`config.mk`:
```
export PLATFORM = sky130hd
export DESIGN_NAME = stack_scan_ctrl
export DESIGN_NICKNAME = d
export VERILOG_FILES = /design/src/rtl/stack_scan_ctrl.sv
export SDC_FILE = /design/constraint.sdc
export NUM_CORES = 1
export LEC_CHECK = 0
export BUFFER_PORTS_ARGS = -buffer_cell sky130_fd_sc_hd__buf_2
export CORE_AREA = 2 2 67 69
export CTS_CLUSTER_DIAMETER = 60
export DETAILED_ROUTE_END_ITERATION = 10
export DIE_AREA = 0 0 69 71
export MAX_ROUTING_LAYER = met4
export PLACE_DENSITY = 0.79
export SYNTH_ARGS = -nofsm -noshare
export SYNTH_HDL_FRONTEND = slang
export SYNTH_SLANG_ARGS = --single-unit
```
`constraint.sdc`:
```
create_clock -name div_8_clk -period 2.8 [get_ports div_8_clk]
set_input_delay 0.28 -clock div_8_clk [delete_from_list [all_inputs] [get_ports div_8_clk]]
set_output_delay 0.28 -clock div_8_clk [all_outputs]
set_load 0.05 [all_outputs]
```
`src/rtl/stack_scan_ctrl.sv`:
```
// stack_scan_ctrl
// Scans a stack of layers by sending a command frame per layer and waiting for
// a matching acknowledge. A missing acknowledge is retried at increasing drive
// power. Once power is exhausted, the scan ends:
//   - in DONE if at least one layer answered (top of stack found);
//   - in FAIL if no layer answered.
//
// Optional feature: define STACK_SCAN_STATS_EN to add the retry_total output.
//
// Ports
//   div_8_clk    : sole clock, rising edge
//   rst          : synchronous active-high reset
//   start        : scan request, honoured only in IDLE/DONE/FAIL
//   max_layers   : expected layer count above the base (0 means 15)
//   rx_valid     : rx_data qualifier
//   rx_data      : acknowledge frame from the stack
//   tx_ready     : downstream accepts tx_data
//   tx_valid     : command frame valid
//   tx_data      : command frame, zero when tx_valid is low
//   busy         : scan in progress (SEND/WAIT/NEXT)
//   done         : scan finished
//   fail         : scan failed (no layer answered)
//   layer_count  : layers acknowledged so far
//   power_level  : current drive level
//   retry_total  : (STACK_SCAN_STATS_EN only) saturating timeout counter
module stack_scan_ctrl #(
    parameter int unsigned TIMEOUT = 20
) (
    input  logic        div_8_clk,
    input  logic        rst,
    input  logic        start,
    input  logic [3:0]  max_layers,
    input  logic        rx_valid,
    input  logic [31:0] rx_data,
    input  logic        tx_ready,
    output logic        tx_valid,
    output logic [31:0] tx_data,
    output logic        busy,
    output logic        done,
    output logic        fail,
    output logic [3:0]  layer_count,
    output logic [3:0]  power_level
`ifdef STACK_SCAN_STATS_EN
    ,
    output logic [7:0]  retry_total
`endif
);

    typedef enum logic [2:0] {
        IDLE,
        SEND,
        WAIT,
        NEXT,
        DONE,
        FAIL
    } state_t;

    localparam logic [7:0] TIMER_LAST = 8'(TIMEOUT - 1);

    state_t      state_q, state_d;
    logic [3:0]  cur_id_q, cur_id_d;
    logic [3:0]  power_level_q, power_level_d;
    logic [3:0]  layer_count_q, layer_count_d;
    logic [3:0]  max_q, max_d;
    logic [7:0]  timer_q, timer_d;
`ifdef STACK_SCAN_STATS_EN
    logic [7:0]  retry_total_q, retry_total_d;
`endif

    logic [3:0]  next_id;
    logic        ack_ok;
    logic        timeout_hit;
    logic        timeout_evt;

    // Don't-care nibbles of the acknowledge frame.
    logic        unused_rx_bits;
    assign unused_rx_bits = ^{rx_data[27:24], rx_data[19:16]};

    assign next_id     = cur_id_q + 4'd1;
    assign ack_ok      = rx_valid && (rx_data[31:28] == 4'h5) &&
                         (rx_data[15:0] == 16'hBEEF) && (rx_data[23:20] == next_id);
    assign timeout_hit = (timer_q == TIMER_LAST);

    always_comb begin
        state_d       = state_q;
        cur_id_d      = cur_id_q;
        power_level_d = power_level_q;
        layer_count_d = layer_count_q;
        max_d         = max_q;
        timer_d       = timer_q;
        timeout_evt   = 1'b0;

        case (state_q)
            IDLE, DONE, FAIL: begin
                if (start) begin
                    cur_id_d      = 4'd1;
                    power_level_d = '0;
                    layer_count_d = '0;
                    timer_d       = '0;
                    max_d         = (max_layers == 4'd0) ? 4'd15 : max_layers;
                    state_d       = SEND;
                end
            end
            SEND: begin
                if (tx_ready) begin
                    timer_d = '0;
                    state_d = WAIT;
                end
            end
            WAIT: begin
                // An acknowledge on the final timer cycle takes priority.
                if (ack_ok) begin
                    state_d = NEXT;
                end else if (timeout_hit) begin
                    timeout_evt = 1'b1;
                    timer_d     = '0;
                    if (power_level_q != 4'hF) begin
                        power_level_d = power_level_q + 4'd1;
                        state_d       = SEND;
                    end else if (layer_count_q != 4'd0) begin
                        state_d = DONE;
                    end else begin
                        state_d = FAIL;
                    end
                end else begin
                    timer_d = timer_q + 8'd1;
                end
            end
            NEXT: begin
                layer_count_d = layer_count_q + 4'd1;
                cur_id_d      = next_id;
                power_level_d = '0;
                state_d       = (layer_count_d == max_q) ? DONE : SEND;
            end
            default: state_d = IDLE;
        endcase
    end

`ifdef STACK_SCAN_STATS_EN
    always_comb begin
        retry_total_d = retry_total_q;
        if ((state_q == IDLE || state_q == DONE || state_q == FAIL) && start) begin
            retry_total_d = '0;
        end else if (timeout_evt && (retry_total_q != 8'hFF)) begin
            retry_total_d = retry_total_q + 8'd1;
        end
    end

    assign retry_total = retry_total_q;
`endif

    always_ff @(posedge div_8_clk) begin
        if (rst) begin
            state_q       <= IDLE;
            cur_id_q      <= '0;
            power_level_q <= '0;
            layer_count_q <= '0;
            max_q         <= '0;
            timer_q       <= '0;
`ifdef STACK_SCAN_STATS_EN
            retry_total_q <= '0;
`endif
        end else begin
            state_q       <= state_d;
            cur_id_q      <= cur_id_d;
            power_level_q <= power_level_d;
            layer_count_q <= layer_count_d;
            max_q         <= max_d;
            timer_q       <= timer_d;
`ifdef STACK_SCAN_STATS_EN
            retry_total_q <= retry_total_d;
`endif
        end
    end

    always_comb begin
        tx_valid    = (state_q == SEND);
        tx_data     = tx_valid ? {4'hA, power_level_q, cur_id_q, next_id, 16'hBEEF} : '0;
        busy        = (state_q == SEND) || (state_q == WAIT) || (state_q == NEXT);
        done        = (state_q == DONE);
        fail        = (state_q == FAIL);
        layer_count = layer_count_q;
        power_level = power_level_q;
    end

endmodule

```
# ---- Word-level counts from Yosys, hierarchy flattened
# Cells that the tools add are included.
dict set report classes {
  add_sub_neg 4
  n_mul 0
  div_mod_pow 0
  order_cmp 0
  n_eq_ne 17
  shift 0
  n_mux 23
  bitwise_logic 0
  n_reduce_logical 17
}
# op count
set op_table {}
lappend op_table {{2-to-1 mux 32 bit} 1}
lappend op_table {{2-to-1 mux 8 bit} 4}
lappend op_table {{2-to-1 mux 4 bit} 6}
lappend op_table {{case mux 8 bit (3 select lines)} 1}
lappend op_table {{2-to-1 mux 3 bit} 6}
lappend op_table {{== test 16 bit (second input constant)} 1}
lappend op_table {{case mux 4 bit (2 select lines)} 2}
lappend op_table {{adder 4 x 1 -> 4 bit (second input constant)} 3}
lappend op_table {{case mux 3 bit (4 select lines)} 1}
lappend op_table {{case mux 4 bit (3 select lines)} 1}
lappend op_table {{!= test 2 bit (second input constant)} 5}
lappend op_table {{adder 8 x 1 -> 8 bit (second input constant)} 1}
lappend op_table {{== test 4 bit} 2}
lappend op_table {{== test 8 x 5 -> 1 bit (second input constant)} 1}
lappend op_table {{== test 3 x 2 -> 1 bit (second input constant)} 2}
lappend op_table {{== test 3 bit (second input constant)} 2}
lappend op_table {{nonzero test 3 bit} 2}
lappend op_table {{AND reduction 5 bit} 1}
lappend op_table {{== test 4 x 3 -> 1 bit (second input constant)} 1}
lappend op_table {{logical NOT 4 bit} 1}
lappend op_table {{!= test 4 bit (second input constant)} 1}
lappend op_table {{AND reduction 2 bit} 2}
lappend op_table {{AND reduction 4 bit} 1}
lappend op_table {{nonzero test 4 bit} 1}
lappend op_table {{other kinds (9)} 12}
dict set report word_totals {
  regBits 27
  latch_bits 0
  ramBits 0
  rom_bits 0
  inputBits 41
  out_inout_bits 44
  word_cells 67
  n_memories 0
}

# ---- Depth between registers and ports, before layout
dict set report logic_depth {
  word_depth 6
  ltp_mapped 8
}

# ---- Worst setup path after synthesis
# Ideal clock, no wire load.
dict set report synth_timing {
  path_type {reg2out}
  startpoint {reg state_q[2]}
  endpoint {out tx_data[17]}
  arrival_time_ns 2.027
  t_required_ns 2.520
  path_slack_ns 0.493
  path_stages_with_launch 6
  path_buffers 1
  cell_sequence {dfxtp_1 > clkbuf_2 > nand2b_1 > nand2b_1 > inv_1 > and2_1}
}
dict set report synth_between {
  elab_chain_len 2
}
# item line
set synth_lines {}
lappend synth_lines {{from (decl)} 60} ;# state_t state_q, state_d;
lappend synth_lines {{from (signal assigned)} 164} ;# state_q <= state_d;
lappend synth_lines {{== test 3 x 1 -> 1 bit} 177} ;# tx_valid = (state_q == SEND);
lappend synth_lines {{via tx_valid} 36} ;# output logic tx_valid,
lappend synth_lines {{2-to-1 mux 32 bit} 178} ;# tx_data = tx_valid ? {4'hA, power_level_q, cur_id_q, next_id, 16'hBEEF} : '0;
lappend synth_lines {{to (decl)} 37} ;# output logic [31:0] tx_data,
# The timed path passes the listed nets, and every way through them passes these cells.

# ---- Worst setup path after layout
dict set report layout_timing {
  startpoint {reg state_q[2]}
  endpoint {out tx_data[20]}
}
dict set report layout_between {
  elab_chain_len 2
}
# item line
set layout_lines {}
lappend layout_lines {{== test 3 x 1 -> 1 bit} 177}
lappend layout_lines {{2-to-1 mux 32 bit} 178}
# No other way between the ends.

==> reports/qor.tcl <==
set qor(power.combinational.fraction_pct) 62.5
set qor(grt_pass1_vias) 1603
set qor(ys_types) 53
set qor(cts-resized-gates) 0
set qor(ys.flop_type) {sky130_fd_sc_hd__dfxtp_1}
set qor(setup.worst_path.start) {state_q[2]}
set qor(layout-drive-gt1-share_pct) 31.12
set qor(final-instance-count-excl-fill) 338
set qor(cts.sinks) 27
set qor(cts_inserted_buffers) 3
set qor(path_max_fanout) 25
set qor(ctsRootBufferMaster) {sky130_fd_sc_hd__clkbuf_8}
set qor(cts_hold_repair.buffers) 0
set qor(rsz0062_at_grt) {false}
set qor(timing.final.hold_violations) 0
set qor(synth.ff_latch_count) 27
set qor(ios) 85
set qor(netlist_instances) 232
set qor(setup_viol) 0
set qor(gp_congestion) 0.8057
set qor(detail_route.first_pass.iterations) 4
set qor(portbufs) 71
set qor(fp.dieArea_mm2) 0.004899
set qor(finalMaxSlewViolations) 0
set qor(core_mm2) 0.004204
set qor(yosysSeqAreaShare_pct) 28.72
set qor(placement.setup.worst_slack_ns) 0.5342
set qor(worstHoldStart) {max_layers[1]}
set qor(drt_iter0_drc) 68
set qor(static-leakage-power_nw) 1.018
set qor(clock_insertion_delay_worst_skew_ns) 0.27
set qor(cts_max_path_buffers) 2
set qor(route.vias.total) 1739
set qor(period_needed_ns) 2.408
set qor(drc_errors) 0
set qor(finClkSkew_ns) 0.002614
set qor(utilization_pct) 51.19
set qor(cts_tree) {built}
set qor(place_hpwl_um) 3112
set qor(avgViaCountPerCell) 5.145
set qor(numPlacedInstances) 334
set qor(final_net_count) 333
set qor(post-route-period-util_pct) 85.99
set qor(ir_drop_v) 0.0005116
set qor(wl_per_cell_um) 11.94
set qor(detail-route-antenna-nets) 0
set qor(synth.cell_area_mm2) 0.001882
set qor(route.final.wire_length_um) 4035
set qor(power.density_mw_per_mm2) 874.1
set qor(r2r-start) {cur_id_q[0]}
set qor(critical_path.startpoint_type) {flop}
set qor(cts_setup_buffers) 0
set qor(dieWidth_um) 69
set qor(worst-setup-path-type) {flop to primary output}
set qor(switching_share_pct) 57.70
set qor(share_of_flip_flops_with_an_asynchronous_set_or_reset_after_synthesis_pct) 0
set qor(fp-row-count) 24
set qor(grt_overflow_total) 0
set qor(critical_path_required_ns) 2.52
set qor(power_frac_clock_pct) 11.8
set qor(die_h_um) 71
set qor(power.internal_mw) 0.7957
set qor(synth.yosys.warnings) 0
set qor(timing_worst_slew_pin_value_ns) 0.5950
set qor(maxSlewHeadroom_pct) 59.81
set qor(seq_power_share_pct) 25.7
set qor(cts_htree_levels) 1
set qor(synth_edf_count) 0
set qor(worst_ep_arrival_time_ns) 2.13
set qor(num_antenna_cells) 0
set qor(totalNegativeSetupSlack_ns) 0
set qor(fmax_mhz) 415.3
set qor(setup_slack_ns) 0.3924
set qor(worstSetupEndpointType) {primary output}
set qor(clk_transition_reported_paths_ns) 0.09
set qor(track_usage_pct) 17.34
set qor(floorplan.initialDensity_pct) 44.76
set qor(timing.max_cap.violations) 0
set qor(area_delta_synth_final_pct) 14.36
set qor(status) {finished clean}
set qor(number_of_antenna_violations_at_the_first_check_in_global_routing) 0
set qor(grt_first_pass_wirelength_um) 7031
set qor(power.switching_mw) 1.086
set qor(synth_area_per_cell_um2) 8.111
set qor(hold_path_class) {primary input to flop}
set qor(grt_max_degree) 26
set qor(hold-worst-slack_ns) 0.2913
set qor(layout.filler_cells) 438
## state kept, by name, indices dropped and copies added, names as in the netlist
signal and flops:
power_level 4, max_q 4, cur_id_q 4, timer_q 8
layer_count 4, state_q 3
## placed cells by master (no fill, tap or decap), drive strengths merged, types with 3 or more instances in the layout
| cell | count |
|---|---|
| buf | 71 |
| nor2 | 31 |
| dfxtp | 27 |
| o21ai | 20 |
| nand2 | 19 |
| a21oi | 13 |
| nand3 | 10 |
| and2 | 10 |
| and3 | 9 |
| xnor2 | 8 |
| nor3 | 8 |
| inv | 5 |
| ha | 5 |
| conb | 5 |
| xor2 | 4 |
| clkbuf | 4 |
| nand4b | 3 |
| nor3b | 3 |
| nand4 | 3 |
## power by group through the flow
stage | Sequential, mW | Clock [mW] | Combinational [mW]
floorplan | 0.474 | 0 | 1.16
global placement | 0.490 | 0 | 1.17
detailed placement | 0.491 | 0 | 1.18
CTS | 0.482 | 0.228 | 1.19
global route | 0.490 | 0.241 | 1.26
finish | 0.483 | 0.222 | 1.18
## critical path, stage by stage, from the launching register on
cell and delay, ns:
sky130_fd_sc_hd__dfxtp_1 0.41, sky130_fd_sc_hd__nand2b_1 0.28, sky130_fd_sc_hd__nand2b_1 0.27, sky130_fd_sc_hd__inv_1 0.42, sky130_fd_sc_hd__and2_2 0.22, sky130_fd_sc_hd__buf_2 0.25
## final timing paths
| path | cells past startpoint | slack (ns) | endpoint |
|---|---|---|---|
| worst max-delay path | 5 | 0.39 | tx_data[20] |
| worst max register to register | 7 | 0.54 | timer_q[3] |
| worst min-delay path | 3 | 0.29 | max_q[1] |
| worst min register to register | 1 | 0.48 | timer_q[7] |
## through the flow
step	total power, mW	cell area [um^2]
after CTS	1.896	2152
final	1.881	2152
after detailed placement	1.672	2107
after global routing	1.987	2152
after floorplan	1.631	1897
after global placement	1.659	2107
## logic make-up (layout without fill, tap and decap cells)
group           after synthesis  in the layout  synth area share, %
buf+inv                      30             80                12.17
other cells                   1              5               0.1993
compound gates               46             46                15.23
mux                           2              2                1.130
fa+ha+maj                     5              5                3.324
xor+xnor                     13             13                6.782
flops                        27             27                28.72
simple gates                108            108                32.45
## synth_stat cells (2+ instances only)
cell type                  instances  area share, %
sky130_fd_sc_hd__and3_1            8            2.7
sky130_fd_sc_hd__xnor2_1           8            3.7
sky130_fd_sc_hd__a21oi_1          13            3.5
sky130_fd_sc_hd__nand3_1          10            2.7
sky130_fd_sc_hd__dfxtp_1          27             29
sky130_fd_sc_hd__nand2_1          18            3.6
sky130_fd_sc_hd__nand4_1           2           0.66
sky130_fd_sc_hd__xor2_1            4            1.9
sky130_fd_sc_hd__nor3_1            7            1.9
sky130_fd_sc_hd__o21ai_0          20            5.3
sky130_fd_sc_hd__ha_1              5            3.3
sky130_fd_sc_hd__and2_1            8            2.7
sky130_fd_sc_hd__inv_1             5            1.0
sky130_fd_sc_hd__and2_2            2           0.80
sky130_fd_sc_hd__nand4b_1          3            1.4
sky130_fd_sc_hd__a31o_2            2           0.93
sky130_fd_sc_hd__buf_4            20            8.0
sky130_fd_sc_hd__nand2b_1          2           0.66
sky130_fd_sc_hd__nor2_1           31            6.2
sky130_fd_sc_hd__or3b_1            2           0.93
sky130_fd_sc_hd__nor3b_1           3            1.2
## cell type report
| cell class | count | area [um^2] | area share (%) |
|---|---|---|---|
| multi-input combinational | 179 | 1127 | 52.38 |
| sequential | 27 | 540.5 | 25.12 |
| timing repair buffer | 71 | 355.3 | 16.51 |
| tap | 52 | 65.06 | 3.023 |
| clock buffer | 4 | 45.04 | 2.093 |
| inverter | 5 | 18.77 | 0.8721 |
## metal layers
layer,global-route usage [%],part of all wire (%),up-vias
li1,-,-,897
met1,20.49,45,803
met2,30.45,50,35
met3,3.134,4.4,4
met4,4.575,0.62,0
met5,-,0,-
(Power assumes the default switching activity.)
